[src/rtl/sram_like_slave_if.sv]
// Address/response handshake between a fetch-stage master and the sram-like responder.
interface sram_like_slave_if;
  logic        req;
  logic        wr;
  logic [1:0]  size;
  logic [31:0] addr;
  logic [31:0] wdata;
  logic        addr_ok;
  logic        data_ok;
  logic [31:0] rdata;

  modport master (
    output req, wr, size, addr, wdata,
    input  addr_ok, data_ok, rdata
  );

  modport slave (
    input  req, wr, size, addr, wdata,
    output addr_ok, data_ok, rdata
  );
endinterface

[src/rtl/sram_like_slave.sv]
// In-order sram-like responder over a 1-cycle sync RAM; SRAM_LIKE_RAND_DELAY_EN adds LFSR stalls.
// Accept at T, data_ok at T+2 earliest; addr_ok drops once DEPTH transactions are outstanding.
module sram_like_slave #(
  parameter int          ADDR_W    = 16,
  parameter int          DEPTH     = 4,
  parameter logic [15:0] LFSR_SEED = 16'h5a5a
) (
  input  logic               clk,
  input  logic               resetn,
  sram_like_slave_if.slave   bus,
  output logic               ram_en,
  output logic [3:0]         ram_wen,
  output logic [ADDR_W-1:0]  ram_addr,
  output logic [31:0]        ram_wdata,
  input  logic [31:0]        ram_rdata
);

  localparam int          PW   = $clog2(DEPTH);
  localparam logic [PW:0] FULL = (PW+1)'(DEPTH);

  logic [PW:0]  cnt_q, cnt_d;
  logic         pipe_vld_q, pipe_wr_q;
  logic [PW:0]  wptr_q, rptr_q;
  logic [31:0]  fifo_q [DEPTH];
  logic         fifo_empty;
  logic         blk_a, blk_d;
  logic         accept, respond;
  logic [3:0]   mask;
  logic         unused_ok;

`ifdef SRAM_LIKE_RAND_DELAY_EN
  logic [15:0] lfsr_q;

  always_ff @(posedge clk or negedge resetn) begin
    if (!resetn) begin
      lfsr_q <= LFSR_SEED;
    end else begin
      lfsr_q <= {lfsr_q[14:0], lfsr_q[15] ^ lfsr_q[13] ^ lfsr_q[12] ^ lfsr_q[10]};
    end
  end

  assign blk_a = (lfsr_q[1:0] == 2'b00);
  assign blk_d = (lfsr_q[3:2] == 2'b00);
`else
  assign blk_a = 1'b0;
  assign blk_d = 1'b0;
`endif

  assign unused_ok = ^{LFSR_SEED, bus.addr[31:ADDR_W+2]};

  // resetn gates the combinational accept so every output is 0 while reset is held
  assign fifo_empty = (wptr_q == rptr_q);
  assign accept     = resetn && bus.req && (cnt_q != FULL) && !blk_a;
  assign respond    = !fifo_empty && !blk_d;

  assign bus.addr_ok = accept;
  assign bus.data_ok = respond;
  assign bus.rdata   = respond ? fifo_q[rptr_q[PW-1:0]] : 32'h0;

  always_comb begin
    mask = 4'b1111;
    case (bus.size)
      2'd0:    mask = 4'b0001 << bus.addr[1:0];
      2'd1:    mask = 4'b0011 << {bus.addr[1], 1'b0};
      default: mask = 4'b1111;
    endcase
  end

  assign ram_en    = accept;
  assign ram_wen   = (accept && bus.wr) ? mask : 4'b0000;
  assign ram_addr  = accept ? bus.addr[ADDR_W+1:2] : '0;
  assign ram_wdata = accept ? bus.wdata : 32'h0;

  always_comb begin
    cnt_d = cnt_q;
    case ({accept, respond})
      2'b10:   cnt_d = cnt_q + 1'b1;
      2'b01:   cnt_d = cnt_q - 1'b1;
      default: cnt_d = cnt_q;
    endcase
  end

  always_ff @(posedge clk or negedge resetn) begin
    if (!resetn) begin
      cnt_q      <= '0;
      pipe_vld_q <= 1'b0;
      pipe_wr_q  <= 1'b0;
      wptr_q     <= '0;
      rptr_q     <= '0;
    end else begin
      cnt_q      <= cnt_d;
      pipe_vld_q <= accept;
      pipe_wr_q  <= bus.wr;
      if (pipe_vld_q) begin
        wptr_q <= wptr_q + 1'b1;
      end
      if (respond) begin
        rptr_q <= rptr_q + 1'b1;
      end
    end
  end

  // count gating guarantees a slot exists whenever stage 1 pushes
  always_ff @(posedge clk) begin
    if (pipe_vld_q) begin
      fifo_q[wptr_q[PW-1:0]] <= pipe_wr_q ? 32'h0 : ram_rdata;
    end
  end

endmodule

[src/flat_wrapper.sv]
// flat-port wrapper written by rule: the top's interface ports become plain ports
module sram_like_slave_flat 
#(
  parameter int          ADDR_W    = 16,
  parameter int          DEPTH     = 4,
  parameter logic [15:0] LFSR_SEED = 16'h5a5a
)
  (clk, resetn, ram_en, ram_wen, ram_addr, ram_wdata, ram_rdata, bus_req, bus_wr, bus_size, bus_addr, bus_wdata, bus_addr_ok, bus_data_ok, bus_rdata);
  sram_like_slave_if bus_i ();
  input  logic clk;
  input  logic resetn;
  output logic ram_en;
  output logic [3:0] ram_wen;
  output logic [ADDR_W-1:0] ram_addr;
  output logic [31:0] ram_wdata;
  input  logic [31:0] ram_rdata;
  input wire logic [$bits(bus_i.req)-1:0] bus_req;
  input wire logic [$bits(bus_i.wr)-1:0] bus_wr;
  input wire logic [$bits(bus_i.size)-1:0] bus_size;
  input wire logic [$bits(bus_i.addr)-1:0] bus_addr;
  input wire logic [$bits(bus_i.wdata)-1:0] bus_wdata;
  output wire logic [$bits(bus_i.addr_ok)-1:0] bus_addr_ok;
  output wire logic [$bits(bus_i.data_ok)-1:0] bus_data_ok;
  output wire logic [$bits(bus_i.rdata)-1:0] bus_rdata;
  assign bus_i.req = bus_req;
  assign bus_i.wr = bus_wr;
  assign bus_i.size = bus_size;
  assign bus_i.addr = bus_addr;
  assign bus_i.wdata = bus_wdata;
  assign bus_addr_ok = bus_i.addr_ok;
  assign bus_data_ok = bus_i.data_ok;
  assign bus_rdata = bus_i.rdata;
  sram_like_slave #(.ADDR_W(ADDR_W), .DEPTH(DEPTH), .LFSR_SEED(LFSR_SEED)) u_core (.clk(clk), .resetn(resetn), .bus(bus_i), .ram_en(ram_en), .ram_wen(ram_wen), .ram_addr(ram_addr), .ram_wdata(ram_wdata), .ram_rdata(ram_rdata));
endmodule
[config.mk]
export PLATFORM = sky130hd
export DESIGN_NAME = sram_like_slave_flat
export DESIGN_NICKNAME = d
export VERILOG_FILES = /design/src/rtl/sram_like_slave_if.sv /design/src/rtl/sram_like_slave.sv /design/src/flat_wrapper.sv
export SDC_FILE = /design/constraint.sdc
export NUM_CORES = 1
export LEC_CHECK = 0
export BUFFER_PORTS_ARGS = -buffer_cell sky130_fd_sc_hd__buf_2
export CAP_MARGIN = 20
export CORE_MARGIN = 2
export CORE_UTILIZATION = 45
export CTS_CLUSTER_DIAMETER = 200
export CTS_CLUSTER_SIZE = 25
export DETAILED_ROUTE_END_ITERATION = 7
export PLACE_DENSITY_LB_ADDON = 0.12
export SLEW_MARGIN = 5
export SYNTH_ARGS = -nofsm -noshare
export SYNTH_HDL_FRONTEND = slang
export SYNTH_SLANG_ARGS = --single-unit
[constraint.sdc]
create_clock -name clk -period 6.7 [get_ports clk]
set_input_delay 1.34 -clock clk [delete_from_list [all_inputs] [get_ports clk]]
set_output_delay 1.34 -clock clk [all_outputs]
set_load 0.02 [all_outputs]
==> metrics <==
status complete, no violations; GRT Residual Overflow 0; post-synthesis sequential area ratio 68.2%; Hold Crit Class flop to flop; area delta synth->final 27.7%; Max Fanout on Critical Path 35; max-slew violation count 0; Fin. Hold Viols 0; CP Class flop to primary output; chip width 120 um; initial antenna violation count 0; Max Fclk 244 MHz; P_leak 0.00311 uW; Netlist cell types 29; CP max stage delay 0.96 ns; Num Clock Sinks 139; slowest CP cell dfrtp_2; setup tns final 0 ns; vias 3496; ant diodes 0; commonest cells after routing, fill and taps aside buf_2, edfxtp_1, nor2b_1; CTS tree built; Initial Utilization 45.8%; EDFF count, synth 128; crit-path cells xor2_2, nor3_4, buf_4, nor2b_1, buf_2; nets 636; CTS buffer count 17; # IOs 189; Post-CTS Hold Fix Bufs 0; Max IR drop VDD 0.249 mV; Die Area 0.0144 mm2; Synth Area per Inst 17.3 um2; top_reg_cell synth edfxtp_1; H-tree Lvls 4; Critical Path RT 5.36 ns; first-pass GRT wire length 19300 um; RSZ-0062 raised after global routing no; DIE HEIGHT 120 um; CTS-repair resized insts 0; vias in the first global route 3591; Synthesized Nets 459; worst-margin pin slew 1.00 ns; Detailed Route WL 12500 um; GP Congestion 0.767; Worst setup EP type primary output; Yosys warnings 0; Clock transition at path regs 0.06 ns; post-DR wirelength/cell 17.5 um; minimum clock period 4.10 ns; largest net degree at the start of global routing 56; Tcrit/Tclk final 61.1%; Initial DRT Pass Iterations 4; clk buf depth 2; Mapped Cells 350; Startpoint Class flop; PortBufs 174; Root Driver clkbuf_16; Post-DP HPWL 7650 um; Final setup viols 0; Clock Skew 0.0107 ns; final antenna-violating net count 0; core area 0.0132 mm2; DR iter-0 viols 263; Rel. slew slack 33.3%; Final Util 58.5%; Post-Syn Area 0.00604 mm2; Clock Latency Late Sink 0.41 ns; # rows 42; layout cells sized above 1 46.1%; setup bufs post-CTS 0; post-synthesis register bit count 139; Total GRT Usage 18.1%; Power Dens Cells 443 mW/mm2; number of remaining DRC errors 0; max cap viols 0; vias per inst 4.88; asr flop ratio synth 7.91%; Critical Path AT 2.76 ns; commonest non-fill, non-tap cell in the layout buf_2
layout make-up:
type / count / area [um2]
Fill cell: 1027 / 5470
Sequential cell: 139 / 4120
Multi-Input combinational cell: 186 / 1790
Timing Repair Buffer: 178 / 901
Clock buffer: 19 / 433
Clock inverter: 13 / 236
Tap cell: 176 / 220
Inverter: 5 / 18.8
metal layers:
metal  vias to the layer above  track usage [%]  part of all wire, %
met4                         0             4.49                 0.60
li1                       1641                -                    -
met5                         -                0                    0
met1                      1748             25.1                   43
met2                        99             29.0                   51
met3                         8             4.47                  5.6
worst paths after layout:
kind                       slack (ns)                         start  cells after the start                           end
setup / recovery                 2.60  u_core.rptr_q[1]$_DFFE_PN0P_                      5                  bus_rdata[0]
hold / removal                   0.49   u_core.cnt_q[2]$_DFFE_PN0P_                      1   u_core.pipe_vld_q$_DFF_PN0_
setup reg to reg                 3.81  u_core.rptr_q[1]$_DFFE_PN0P_                      8   u_core.cnt_q[2]$_DFFE_PN0P_
hold reg to reg                  0.49   u_core.cnt_q[2]$_DFFE_PN0P_                      1   u_core.pipe_vld_q$_DFF_PN0_
max in group asynchronous        5.64                        resetn                      1  u_core.rptr_q[0]$_DFFE_PN0P_
min in group asynchronous        0.81                        resetn                      1   u_core.cnt_q[1]$_DFFE_PN0P_
Yosys cell counts, types with 2 or more instances:
master,number,area share [%]
mux4_2,32,12
buf_6,4,0.75
xnor2_1,3,0.43
ha_1,6,1.2
dfrtp_1,11,4.6
a21oi_1,3,0.25
inv_1,5,0.31
xor2_1,5,0.72
and3b_1,2,0.29
buf_2,5,0.41
nand2_1,2,0.12
nor2_1,5,0.31
nor2b_1,64,6.6
edfxtp_1,128,64
and2_1,52,5.4
clkbuf_1,7,0.43
buf_4,4,0.50
worst max-delay path: cells and delay by family, from the launching register on:
family | cells | cell delay (ns)
flip-flops | 1 | 0.96
XOR/XNOR | 1 | 0.23
buffers and inverters | 2 | 0.60
AND/OR/NAND/NOR | 2 | 0.56
state kept, by name (all words and copies together), names as in the netlist:
signal	cells
u_core.pipe_vld_q	1
u_core.rptr_q	3
u_core.fifo_q	128
u_core.wptr_q	3
u_core.pipe_wr_q	1
u_core.cnt_q	3
power breakdown:
part,switching [uW],internal [uW],leakage (uW)
clock network,353,703,0.000325
logic,692,510,0.00147
registers,89.0,1070,0.00131
total,1130,2280,0.00311
per-stage QoR:
step	cell area [um2]	hold slack (ns)	std cells	total power, uW	setup slack (ns)
6_report	7720	0.486	716	3420	2.60
5_1_grt	7720	0.505	716	3600	2.38
4_1_cts	7720	0.485	716	3470	2.48
3_5_place_dp	7050	0.469	684	2410	2.69
3_3_place_gp	7050	0.468	684	2390	2.75
2_1_floorplan	6040	0.442	350	2060	3.10
logic make-up after synthesis:
group                    after synthesis  share of synthesized area (%)
flip-flops                           139                           68.2
AND/OR/NAND/NOR                      128                           13.2
multiplexers                          35                           12.5
buffers and inverters                 25                           2.40
XOR/XNOR                               9                           1.43
AO/OA/AOI/OAI                          7                          0.745
adder cells (fa/ha/maj)                7                           1.57
Note: power is estimated with default switching activity, not from simulation.
